File: src/rtl/rx_frame_ctrl_pkg.sv
// Shared constants, state encoding and helpers for the UART RX frame controller.
package rx_frame_ctrl_pkg;

   localparam int WIDTH = 8;
   localparam int OVS   = 8;

   localparam logic [2:0] SMP_E0 = 3'd3;
   localparam logic [2:0] SMP_E1 = 3'd4;
   localparam logic [2:0] SMP_E2 = 3'd5;

   typedef enum logic [2:0] {
      RX_IDLE   = 3'd0,
      RX_START  = 3'd1,
      RX_DATA   = 3'd2,
      RX_PARITY = 3'd3,
      RX_STOP   = 3'd4
   } rx_state_t;

   function automatic logic maj3(input logic a,
                                 input logic b,
                                 input logic c);
      return (a & b) | (a & c) | (b & c);
   endfunction

endpackage

File: src/rtl/rx_frame_ctrl_if.sv
// Signal bundle between the RX line/deserializer side and rx_frame_ctrl.
interface rx_frame_ctrl_if #(
   parameter int DATA_W = 8
);
   logic              i_rx_in;
   logic              i_par_en;
   logic              i_par_typ;
   logic [DATA_W-1:0] i_deser_data;
   logic [2:0]        o_edge_cnt;
   logic              o_sampled_bit;
   logic              o_en_deser;
   logic              o_par_err;
   logic              o_stp_err;
   logic              o_data_valid;

   modport master (
      output i_rx_in, i_par_en, i_par_typ, i_deser_data,
      input  o_edge_cnt, o_sampled_bit, o_en_deser,
      input  o_par_err, o_stp_err, o_data_valid
   );

   modport slave (
      input  i_rx_in, i_par_en, i_par_typ, i_deser_data,
      output o_edge_cnt, o_sampled_bit, o_en_deser,
      output o_par_err, o_stp_err, o_data_valid
   );
endinterface

File: src/rtl/rx_edge_bit_cnt.sv
// Oversample edge counter (wraps 7->0) and data bit counter.
module rx_edge_bit_cnt #(
   parameter int BIT_W = 3
) (
   input  logic             i_clk,
   input  logic             i_rst,
   input  logic             edge_en,
   input  logic             edge_clr,
   input  logic             bit_inc,
   input  logic             bit_clr,
   output logic [2:0]       edge_cnt,
   output logic [BIT_W-1:0] bit_cnt
);

   always_ff @(posedge i_clk or negedge i_rst) begin
      if (!i_rst)
         edge_cnt <= '0;
      else if (edge_clr)
         edge_cnt <= '0;
      else if (edge_en)
         edge_cnt <= edge_cnt + 3'd1;
   end

   always_ff @(posedge i_clk or negedge i_rst) begin
      if (!i_rst)
         bit_cnt <= '0;
      else if (bit_clr)
         bit_cnt <= '0;
      else if (bit_inc)
         bit_cnt <= bit_cnt + 1'b1;
   end

endmodule

File: src/rtl/rx_frame_ctrl.sv
// UART RX frame FSM: start/data/parity/stop tracking, 3-tap majority sampler, checks.
// Optional RX_SYNC_EN adds a 2-flop input synchronizer on i_rx_in.
module rx_frame_ctrl
   import rx_frame_ctrl_pkg::*;
#(
   parameter int DATA_W = WIDTH
) (
   input  logic           i_clk,
   input  logic           i_rst,
   rx_frame_ctrl_if.slave bus
);

   localparam int BIT_W = (DATA_W > 1) ? $clog2(DATA_W) : 1;
   localparam logic [BIT_W-1:0] LAST_BIT = BIT_W'(DATA_W - 1);

   rx_state_t        state, state_nxt;
   logic             rx;
   logic [2:0]       edge_cnt;
   logic [BIT_W-1:0] bit_cnt;
   logic             bit_end;
   logic             s3, s4, sampled;
   logic             par_err, stp_err, data_valid;
   logic             exp_par;
   logic             en_deser, edge_clr, bit_inc, bit_clr;

`ifdef RX_SYNC_EN
   logic [1:0] sync_q;

   always_ff @(posedge i_clk or negedge i_rst) begin
      if (!i_rst)
         sync_q <= 2'b11;
      else
         sync_q <= {sync_q[0], bus.i_rx_in};
   end

   assign rx = sync_q[1];
`else
   assign rx = bus.i_rx_in;
`endif

   assign bit_end = (edge_cnt == 3'd7);

   rx_edge_bit_cnt #(
      .BIT_W (BIT_W)
   ) u_cnt (
      .i_clk    (i_clk),
      .i_rst    (i_rst),
      .edge_en  (~edge_clr),
      .edge_clr (edge_clr),
      .bit_inc  (bit_inc),
      .bit_clr  (bit_clr),
      .edge_cnt (edge_cnt),
      .bit_cnt  (bit_cnt)
   );

   always_ff @(posedge i_clk or negedge i_rst) begin
      if (!i_rst)
         state <= RX_IDLE;
      else
         state <= state_nxt;
   end

   always_comb begin
      state_nxt = state;
      unique case (state)
         RX_IDLE:
            if (!rx)
               state_nxt = RX_START;
         RX_START:
            if (bit_end)
               state_nxt = sampled ? RX_IDLE : RX_DATA;
         RX_DATA:
            if (bit_end && bit_cnt == LAST_BIT)
               state_nxt = bus.i_par_en ? RX_PARITY : RX_STOP;
         RX_PARITY:
            if (bit_end)
               state_nxt = RX_STOP;
         RX_STOP:
            if (bit_end)
               state_nxt = RX_IDLE;
         default:
            state_nxt = RX_IDLE;
      endcase
   end

   always_comb begin
      en_deser = (state == RX_DATA);
      edge_clr = (state == RX_IDLE);
      bit_inc  = en_deser & bit_end;
      bit_clr  = ~en_deser;
   end

   // Majority of three mid-bit taps rejects a single-cycle glitch.
   always_ff @(posedge i_clk or negedge i_rst) begin
      if (!i_rst) begin
         s3      <= 1'b1;
         s4      <= 1'b1;
         sampled <= 1'b1;
      end else begin
         if (edge_cnt == SMP_E0)
            s3 <= rx;
         if (edge_cnt == SMP_E1)
            s4 <= rx;
         if (edge_cnt == SMP_E2)
            sampled <= maj3(s3, s4, rx);
      end
   end

   assign exp_par = bus.i_par_typ ? ~^bus.i_deser_data
                                  : ^bus.i_deser_data;

   always_ff @(posedge i_clk or negedge i_rst) begin
      if (!i_rst) begin
         par_err    <= 1'b0;
         stp_err    <= 1'b0;
         data_valid <= 1'b0;
      end else begin
         data_valid <= 1'b0;
         if (state == RX_IDLE && !rx) begin
            par_err <= 1'b0;
            stp_err <= 1'b0;
         end
         if (state == RX_PARITY && bit_end)
            par_err <= (sampled != exp_par);
         if (state == RX_STOP && bit_end) begin
            stp_err    <= ~sampled;
            data_valid <= sampled & ~par_err;
         end
      end
   end

   assign bus.o_edge_cnt    = edge_cnt;
   assign bus.o_sampled_bit = sampled;
   assign bus.o_en_deser    = en_deser;
   assign bus.o_par_err     = par_err;
   assign bus.o_stp_err     = stp_err;
   assign bus.o_data_valid  = data_valid;

endmodule

File: src/flat_wrapper.sv
// flat-port wrapper written by rule: the top's interface ports become plain ports
module rx_frame_ctrl_flat import rx_frame_ctrl_pkg::*;
#(
   parameter int DATA_W = WIDTH
)
  (i_clk, i_rst, bus_i_rx_in, bus_i_par_en, bus_i_par_typ, bus_i_deser_data, bus_o_edge_cnt, bus_o_sampled_bit, bus_o_en_deser, bus_o_par_err, bus_o_stp_err, bus_o_data_valid);
  rx_frame_ctrl_if #(.DATA_W(DATA_W)) bus_i ();
  input  logic i_clk;
  input  logic i_rst;
  input wire logic [$bits(bus_i.i_rx_in)-1:0] bus_i_rx_in;
  input wire logic [$bits(bus_i.i_par_en)-1:0] bus_i_par_en;
  input wire logic [$bits(bus_i.i_par_typ)-1:0] bus_i_par_typ;
  input wire logic [$bits(bus_i.i_deser_data)-1:0] bus_i_deser_data;
  output wire logic [$bits(bus_i.o_edge_cnt)-1:0] bus_o_edge_cnt;
  output wire logic [$bits(bus_i.o_sampled_bit)-1:0] bus_o_sampled_bit;
  output wire logic [$bits(bus_i.o_en_deser)-1:0] bus_o_en_deser;
  output wire logic [$bits(bus_i.o_par_err)-1:0] bus_o_par_err;
  output wire logic [$bits(bus_i.o_stp_err)-1:0] bus_o_stp_err;
  output wire logic [$bits(bus_i.o_data_valid)-1:0] bus_o_data_valid;
  assign bus_i.i_rx_in = bus_i_rx_in;
  assign bus_i.i_par_en = bus_i_par_en;
  assign bus_i.i_par_typ = bus_i_par_typ;
  assign bus_i.i_deser_data = bus_i_deser_data;
  assign bus_o_edge_cnt = bus_i.o_edge_cnt;
  assign bus_o_sampled_bit = bus_i.o_sampled_bit;
  assign bus_o_en_deser = bus_i.o_en_deser;
  assign bus_o_par_err = bus_i.o_par_err;
  assign bus_o_stp_err = bus_i.o_stp_err;
  assign bus_o_data_valid = bus_i.o_data_valid;
  rx_frame_ctrl #(.DATA_W(DATA_W)) u_core (.i_clk(i_clk), .i_rst(i_rst), .bus(bus_i));
endmodule
File: config.mk
export PLATFORM = sky130hd
export DESIGN_NAME = rx_frame_ctrl_flat
export DESIGN_NICKNAME = d
export VERILOG_FILES = /design/src/rtl/rx_frame_ctrl_pkg.sv /design/src/rtl/rx_frame_ctrl_if.sv /design/src/rtl/rx_edge_bit_cnt.sv /design/src/rtl/rx_frame_ctrl.sv /design/src/flat_wrapper.sv
export SDC_FILE = /design/constraint.sdc
export NUM_CORES = 1
export LEC_CHECK = 0
export BUFFER_PORTS_ARGS = -buffer_cell sky130_fd_sc_hd__buf_2
export CORE_MARGIN = 2
export CORE_UTILIZATION = 54
export DETAILED_ROUTE_END_ITERATION = 8
export PLACE_DENSITY_LB_ADDON = 0.3
export SLEW_MARGIN = 30
export SYNTH_ARGS = -nofsm -noshare
export SYNTH_HDL_FRONTEND = slang
export SYNTH_SLANG_ARGS = --single-unit
File: constraint.sdc
create_clock -name i_clk -period 3 [get_ports i_clk]
set_input_delay 0.6 -clock i_clk [delete_from_list [all_inputs] [get_ports i_clk]]
set_output_delay 0.6 -clock i_clk [all_outputs]
set_load 0.01 [all_outputs]
==> flow_summary.yaml, run 1 <==
status:
  status: "finished clean"
layout:
  nets: 123
  n_antenna_cell: 0
  finish.utilization_pct: 65.8
  area_delta_synth_final_pct: 17.3
  fillers: 129
  multi_input_area_um2: 423
  drive_gt1_share_pct: 31.4
  final-seq-area_um2: 379
routing:
  drtPass1Iterations: 4
  wl_per_cell_um: 11.6
  drt-initial-drc-count: 6
  drc: 0
  vias_per_cell: 5.31
  antenna_left: 0
  vias: 626
  wl_um: 1370
setup_path:
  crit_path_cell_trace: "nand2b_1 -> or2_2 -> inv_1 -> buf_2"
  crit_required_ns: 2.40
  slowest_delay_ns: 0.45
  r2r_end: "u_core.bus.o_stp_err"
  worstSetupPathType: "reg -> out"
  cp.arrival_ns: 1.48
  critPathLaunchType: "register"
  endpoint_kind: "primary output"
  r2r-start: "u_core.u_cnt.edge_cnt[0]"
  crit_path_top_delay_cell: "dfrtp_1"
  cp_max_fo: 7
  rr_worst_depth: 4
  reg2reg_slack_ns: 1.28
timing:
  setup_viol: 0
  fmax_ghz: 0.482
  fin_hold_ws_ns: 0.192
  slew_violations: 0
  slew-limit-headroom_pct: 67.0
  rsz0062_at_grt: "false"
  layout_setup_ws_ns: 0.924
  fin_crit_ns: 2.08
  min_period_over_period_pct: 69.2
  max_slew.worst_pin.slew_ns: 0.491
  fin_tns_setup_ns: 0
  skew_ns: 0.00894
  timing.final.hold_violations: 0
cts:
  numCtsBuffers: 3
  clk_path_buf_depth: 2
  htreeDepth: 1
  clk_latency_ns: 0.29
  root_buffer: "clkbuf_4"
  cts.sinks: 15
  cts_resized: 0
  cts_setup_buffers: 0
  cts_hold_buffers: 0
  clk_pin_slew_worst_paths_ns: 0.10
  cts_tree: "built"
synth:
  yosysWarnings: 0
  syn_avg_cell_area_um2: 10.5
  yosysMostFrequentCell: "dfrtp_1"
  synthFlopType: "dfrtp_1"
  synth-edff-count: 0
  synth_top_area_cell: "dfrtp_1"
  synthCells: 79
  synth_seq_cells: 15
  ys_seq_area_share_pct: 45.9
  yosys.area.top_type_share_pct: 36.4
  synth_nets: 99
  netlist_top_cells_count: "dfrtp_1 (12), nor2_1 (9), nand2_1 (8)"
  yosys-top-cells-area: "dfrtp_1 (36%), ha_1 (11%), dfstp_2 (9.5%), xnor2_1 (6.4%), nor2_1 (4.1%)"
  synthArstFlopShare_pct: 100
  synth_area_um2: 826
  synthDistinctLibCells: 25
floorplan:
  ioPinCount: 21
  die_w_um: 43.1
  die_area_um2: 1860
  rows: 14
  initial_core_util_pct: 56.1
  fp.dieH_um: 43.1
  coreArea_um2: 1470
place:
  io_buffers: 20
  gp_congestion: 0.803
  dp_slack_ns: 1.25
  hpwl_um: 1090
power_and_ir_drop:
  cellPowerDensity_nw_per_um2: 796
  ir_worst_vdd_v: 0.000470
  finalPower_w: 0.000771
  leakagePower_nw: 0.489
run:
  drv_cap: 0
global_route:
  first_global_vias: 544
  grt_use_total_pct: 17.3
  grt_pass1_wl_um: 2330
  antenna_found_initial: 0
  grt-ovfl-total: 0
  grt_max_degree: 16
worst_hold_path:
  min_path_type: "in -> async"
-- sequential cells by signal, summed over array words and instances (netlist names) --
name / cells
u_core.bus.o_data_valid: 1
u_core.bus.o_par_err: 1
u_core.bus.o_sampled_bit: 1
u_core.bus.o_stp_err: 1
u_core.s3: 1
u_core.s4: 1
u_core.state: 3
u_core.u_cnt.bit_cnt: 3
u_core.u_cnt.edge_cnt: 3
-- cells by family after synthesis --
group,share of synthesized area [%]
mux,5.15
fa+ha+maj,10.6
flops,45.9
buf+inv,2.88
xor+xnor,12.1
compound gates,9.39
simple gates,13.9
-- per-layer routing --
metal  wire length, µm  share of wire, %  GRT usage [%]
met3                41               3.0           2.55
met5                 0                 0              0
met1               622                46           22.8
met2               691                51           26.3
met4                 9              0.66           10.9
-- worst max path at each step --
stage | startpoint | endpoint | slack (ns) | depth (start not counted)
floorplan | u_core.state[2] | bus_o_en_deser | 1.39 | 3
global placement | u_core.state[2] | bus_o_en_deser | 1.28 | 4
detailed placement | u_core.state[2] | bus_o_en_deser | 1.25 | 4
CTS | u_core.state[2] | bus_o_en_deser | 0.92 | 4
global route | u_core.state[2] | bus_o_en_deser | 0.83 | 4
finish | u_core.state[2] | bus_o_en_deser | 0.92 | 4
-- critical path, delay by kind of cell (launching register included) --
kind / cells / cell delay, ns
and+or+nand+nor: 2 / 0.57
DFF: 1 / 0.45
buffers and inverters: 2 / 0.18
-- per-stage QoR --
step                std cells  area (µm²)
finish                    118         968
global route              118         968
CTS                       118         968
detailed placement        114         941
global placement          114         941
floorplan                  79         826
-- final cells by class --
class / instances / share of cell area (%)
repair buffers: 20 / 10.3
clock inverters: 1 / 0.517
flip-flops and latches: 15 / 39.1
multi-input cells: 58 / 43.7
well taps: 16 / 2.07
clock buffers: 3 / 2.33
inverters: 5 / 1.94
-- cell usage in the layout, fill, tap and decap left out, drive strengths merged --
master,instances
mux2i,2
buf,20
dfstp,3
inv,5
nand2,8
or2,1
clkbuf,3
clkinv,1
nand2b,1
o22ai,1
a21oi,2
mux2,2
o21ai,5
nand4,1
nor2,9
xnor3,1
xor2,1
nor2b,2
dfrtp,12
o211ai,1
nor3,4
ha,7
xnor2,7
a22o,1
o31ai,2
-- power by group --
| group | internal [W] | total, W | switching, W | leakage, nW |
|---|---|---|---|---|
| Clock | 0.0000495 | 0.000117 | 0.0000679 | 0.0177 |
| Sequential | 0.000280 | 0.000351 | 0.0000713 | 0.188 |
| Combinational | 0.000147 | 0.000302 | 0.000156 | 0.284 |
| Total | 0.000476 | 0.000771 | 0.000295 | 0.489 |
No activity file was read; power rests on OpenSTA's default activity.
==> run 2: changes to the inputs <==
Settings changed: ABC_AREA set to 1, CORE_ASPECT_RATIO set to 1.4, CORE_UTILIZATION 54 to 48.
Clock period 3 ns to 1.8 ns, I/O delays scaled along.
==> run 2 against run 1 <==
Sequential share of layout area fell by 6.7 points. Cell count rose by 58%. Critical path type is now reg -> reg. Flip-flop and latch count is the same. Hold slack improved by 0.13 ns. Design area is 21% higher. Combinational power grew 110%. Via count increased by 53%. Clock skew is 0.0064 ns lower. Highest routed layer unchanged.
==> flow_summary.yaml, run 2 <==
global_route:
  first_global_vias: 884
  grt_max_degree: 16
  grt_pass1_wl_um: 3270
  antenna_found_initial: 0
  grt_use_total_pct: 16.7
  grt-ovfl-total: 0
place:
  postPlaceCellArea_um2: 1130
  dp_slack_ns: 0.159
  gp_congestion: 0.901
  io_buffers: 20
  hpwl_um: 1540
setup_path:
  crit_required_ns: 1.99
  slowest_delay_ns: 0.42
  critPathLaunchType: "register"
  cp_max_fo: 7
  worstSetupPathType: "reg -> reg"
  cp_top_family: "simple AND/OR/NAND/NOR gates"
  cp.arrival_ns: 1.77
  endpoint_kind: "register"
  cpMostUsedCell: "nand2_1"
  crit_buf_inv: 1
  reg2reg_slack_ns: 0.22
  crit_path_cell_trace: "ha_1 -> ha_2 -> inv_2 -> nand3_1 -> nand2_1 -> nor2_2 -> nand2_2 -> nand2_1 -> nand2_1"
  crit_path_top_delay_cell: "dfrtp_1"
routing:
  drc: 0
  vias_per_cell: 5.13
  wl_per_cell_um: 10.2
  wl_um: 1910
  antenna_left: 0
  drt-initial-drc-count: 9
  drtPass1Iterations: 4
  vias: 955
timing:
  rsz0062_at_grt: "false"
  min_period_over_period_pct: 88.0
  slew_violations: 0
  fin_tns_setup_ns: 0
  max_slew.worst_pin.slew_ns: 0.326
  layout_setup_ws_ns: 0.217
  slew-limit-headroom_pct: 78.3
  fmax_ghz: 0.632
  timing.final.hold_violations: 0
  skew_ns: 0.00256
  fin_crit_ns: 1.58
  setup_viol: 0
cts:
  clk_pin_slew_worst_paths_ns: 0.09
  cts_setup_buffers: 0
  root_buffer: "clkbuf_4"
  cts.sinks: 15
  cts_tree: "built"
  htreeDepth: 1
  clk_latency_ns: 0.29
  clk_path_buf_depth: 2
  numCtsBuffers: 3
layout:
  largestRegisters: "u_core.state: 3 flops, u_core.u_cnt.bit_cnt: 3 flops, u_core.u_cnt.edge_cnt: 3 flops"
  n_antenna_cell: 0
  multi_input_area_um2: 551
  area_delta_synth_final_pct: 15.7
  layout_common_cells: "nand2_1 (53), buf_2 (20), inv_1 (16)"
  finish.utilization_pct: 59.2
  fin_area_um2: 1170
  drive_gt1_share_pct: 23.6
  final-seq-area_um2: 379
  nets: 186
  final_common_cell: "nand2_1"
  fillers: 195
worst_hold_path:
  min_path_type: "in -> reg"
synth:
  syn_avg_cell_area_um2: 7.16
  yosysWarnings: 0
  netlist_top_cells_count: "nand2_1 (53), inv_1 (16), dfrtp_1 (12)"
  synth_area_um2: 1010
  synth_top_area_cell: "dfrtp_1"
  synthCells: 141
  synth_nets: 161
  yosys.area.top_type_share_pct: 29.7
  yosys-top-cells-area: "dfrtp_1 (30%), nand2_1 (20%), ha_1 (8.7%), dfstp_2 (7.8%), inv_1 (5.9%)"
  ys_seq_area_share_pct: 37.5
  yosysMostFrequentCell: "nand2_1"
  synthFlopType: "dfrtp_1"
  synthDistinctLibCells: 24
  synthArstFlopShare_pct: 100
  synth_seq_cells: 15
  synth-edff-count: 0
run:
  drv_cap: 0
power_and_ir_drop:
  leakagePower_nw: 0.676
  finalPower_w: 0.00138
  ir_worst_vdd_v: 0.000858
  cellPowerDensity_nw_per_um2: 1180
floorplan:
  initial_core_util_pct: 51.2
  ioPinCount: 21
  rows: 19
  coreArea_um2: 1970
  die_w_um: 42.8
  fp.dieH_um: 58.3
  die_area_um2: 2490
status:
  status: "finished clean"
==> run 2: changes by cell type after synthesis, moves of 3 or more <==
cell,previous run,this run
a21oi_1,2,6
nand2_1,8,53
xnor2_1,6,1
nand3b_1,0,3
nand2_2,0,3
inv_1,5,16
nor3_1,4,1
nand3_1,0,11
inv_2,0,4
==> run 2: area by class of cell <==
cell class / count / share of cell area (%)
multi-input cells: 105 / 47.1
flip-flops and latches: 15 / 32.4
repair buffers: 21 / 9.42
inverters: 20 / 6.42
well taps: 21 / 2.25
clock buffers: 3 / 1.93
clock inverters: 1 / 0.428
==> run 2: report_power, final <==
| part | internal [W] | switching [W] |
|---|---|---|
| sequential | 0.000454 | 0.000103 |
| clock | 0.0000827 | 0.000112 |
| combinational | 0.000249 | 0.000379 |
==> run 2: final timing paths <==
check / cells after the start / startpoint / end
max in group asynchronous: 2 / i_rst / u_core.bus.o_sampled_bit
hold reg to reg: 1 / u_core.bus.o_par_err / u_core.bus.o_data_valid
setup reg to reg: 9 / u_core.u_cnt.edge_cnt[0] / u_core.state[1]
min in group asynchronous: 2 / i_rst / u_core.u_cnt.bit_cnt[1]
hold / removal: 3 / bus_i_rx_in / u_core.s3
setup / recovery: 9 / u_core.u_cnt.edge_cnt[0] / u_core.state[1]
==> run 2: per-stage QoR <==
stage          std cells  hold slack, ns
5_1_grt              186           0.326
3_5_place_dp         181           0.280
3_3_place_gp         181           0.278
4_1_cts              186           0.331
6_report             186           0.327
2_1_floorplan        141          0.0644
==> run 2: kinds of logic after synthesis <==
kind of cell	synth area share, %
buffers and inverters	8.18
AOI/OAI and AO/OA	8.92
xor gates and xnor gates	2.60
and+or+nand+nor	34.1
DFF	37.5
adders and majority gates	8.67
==> run 2: what timing repair did <==
| action | 4_1_cts | 5_1_grt |
|---|---|---|
| endpoints found under the hold margin | 12 | 0 |
| gates resized for setup | 0 | 1 |
| setup endpoints to repair | 0 | 1 |
| hold buffers | 1 | 0 |
==> run 2: tightest hold or removal path: stages <==
cell and delay (ns):
buf_2 0.11, inv_1 0.08, a21oi_1 0.07
==> run 2: layer usage <==
metal  vias to the layer above  global-route usage (%)  wire length (µm)
li1                        492                       -                 -
met1                       433                    18.5               800
met2                        23                    30.5               979
met3                         7                    1.87                71
met4                         0                    8.48                55
met5                         -                       0                 0
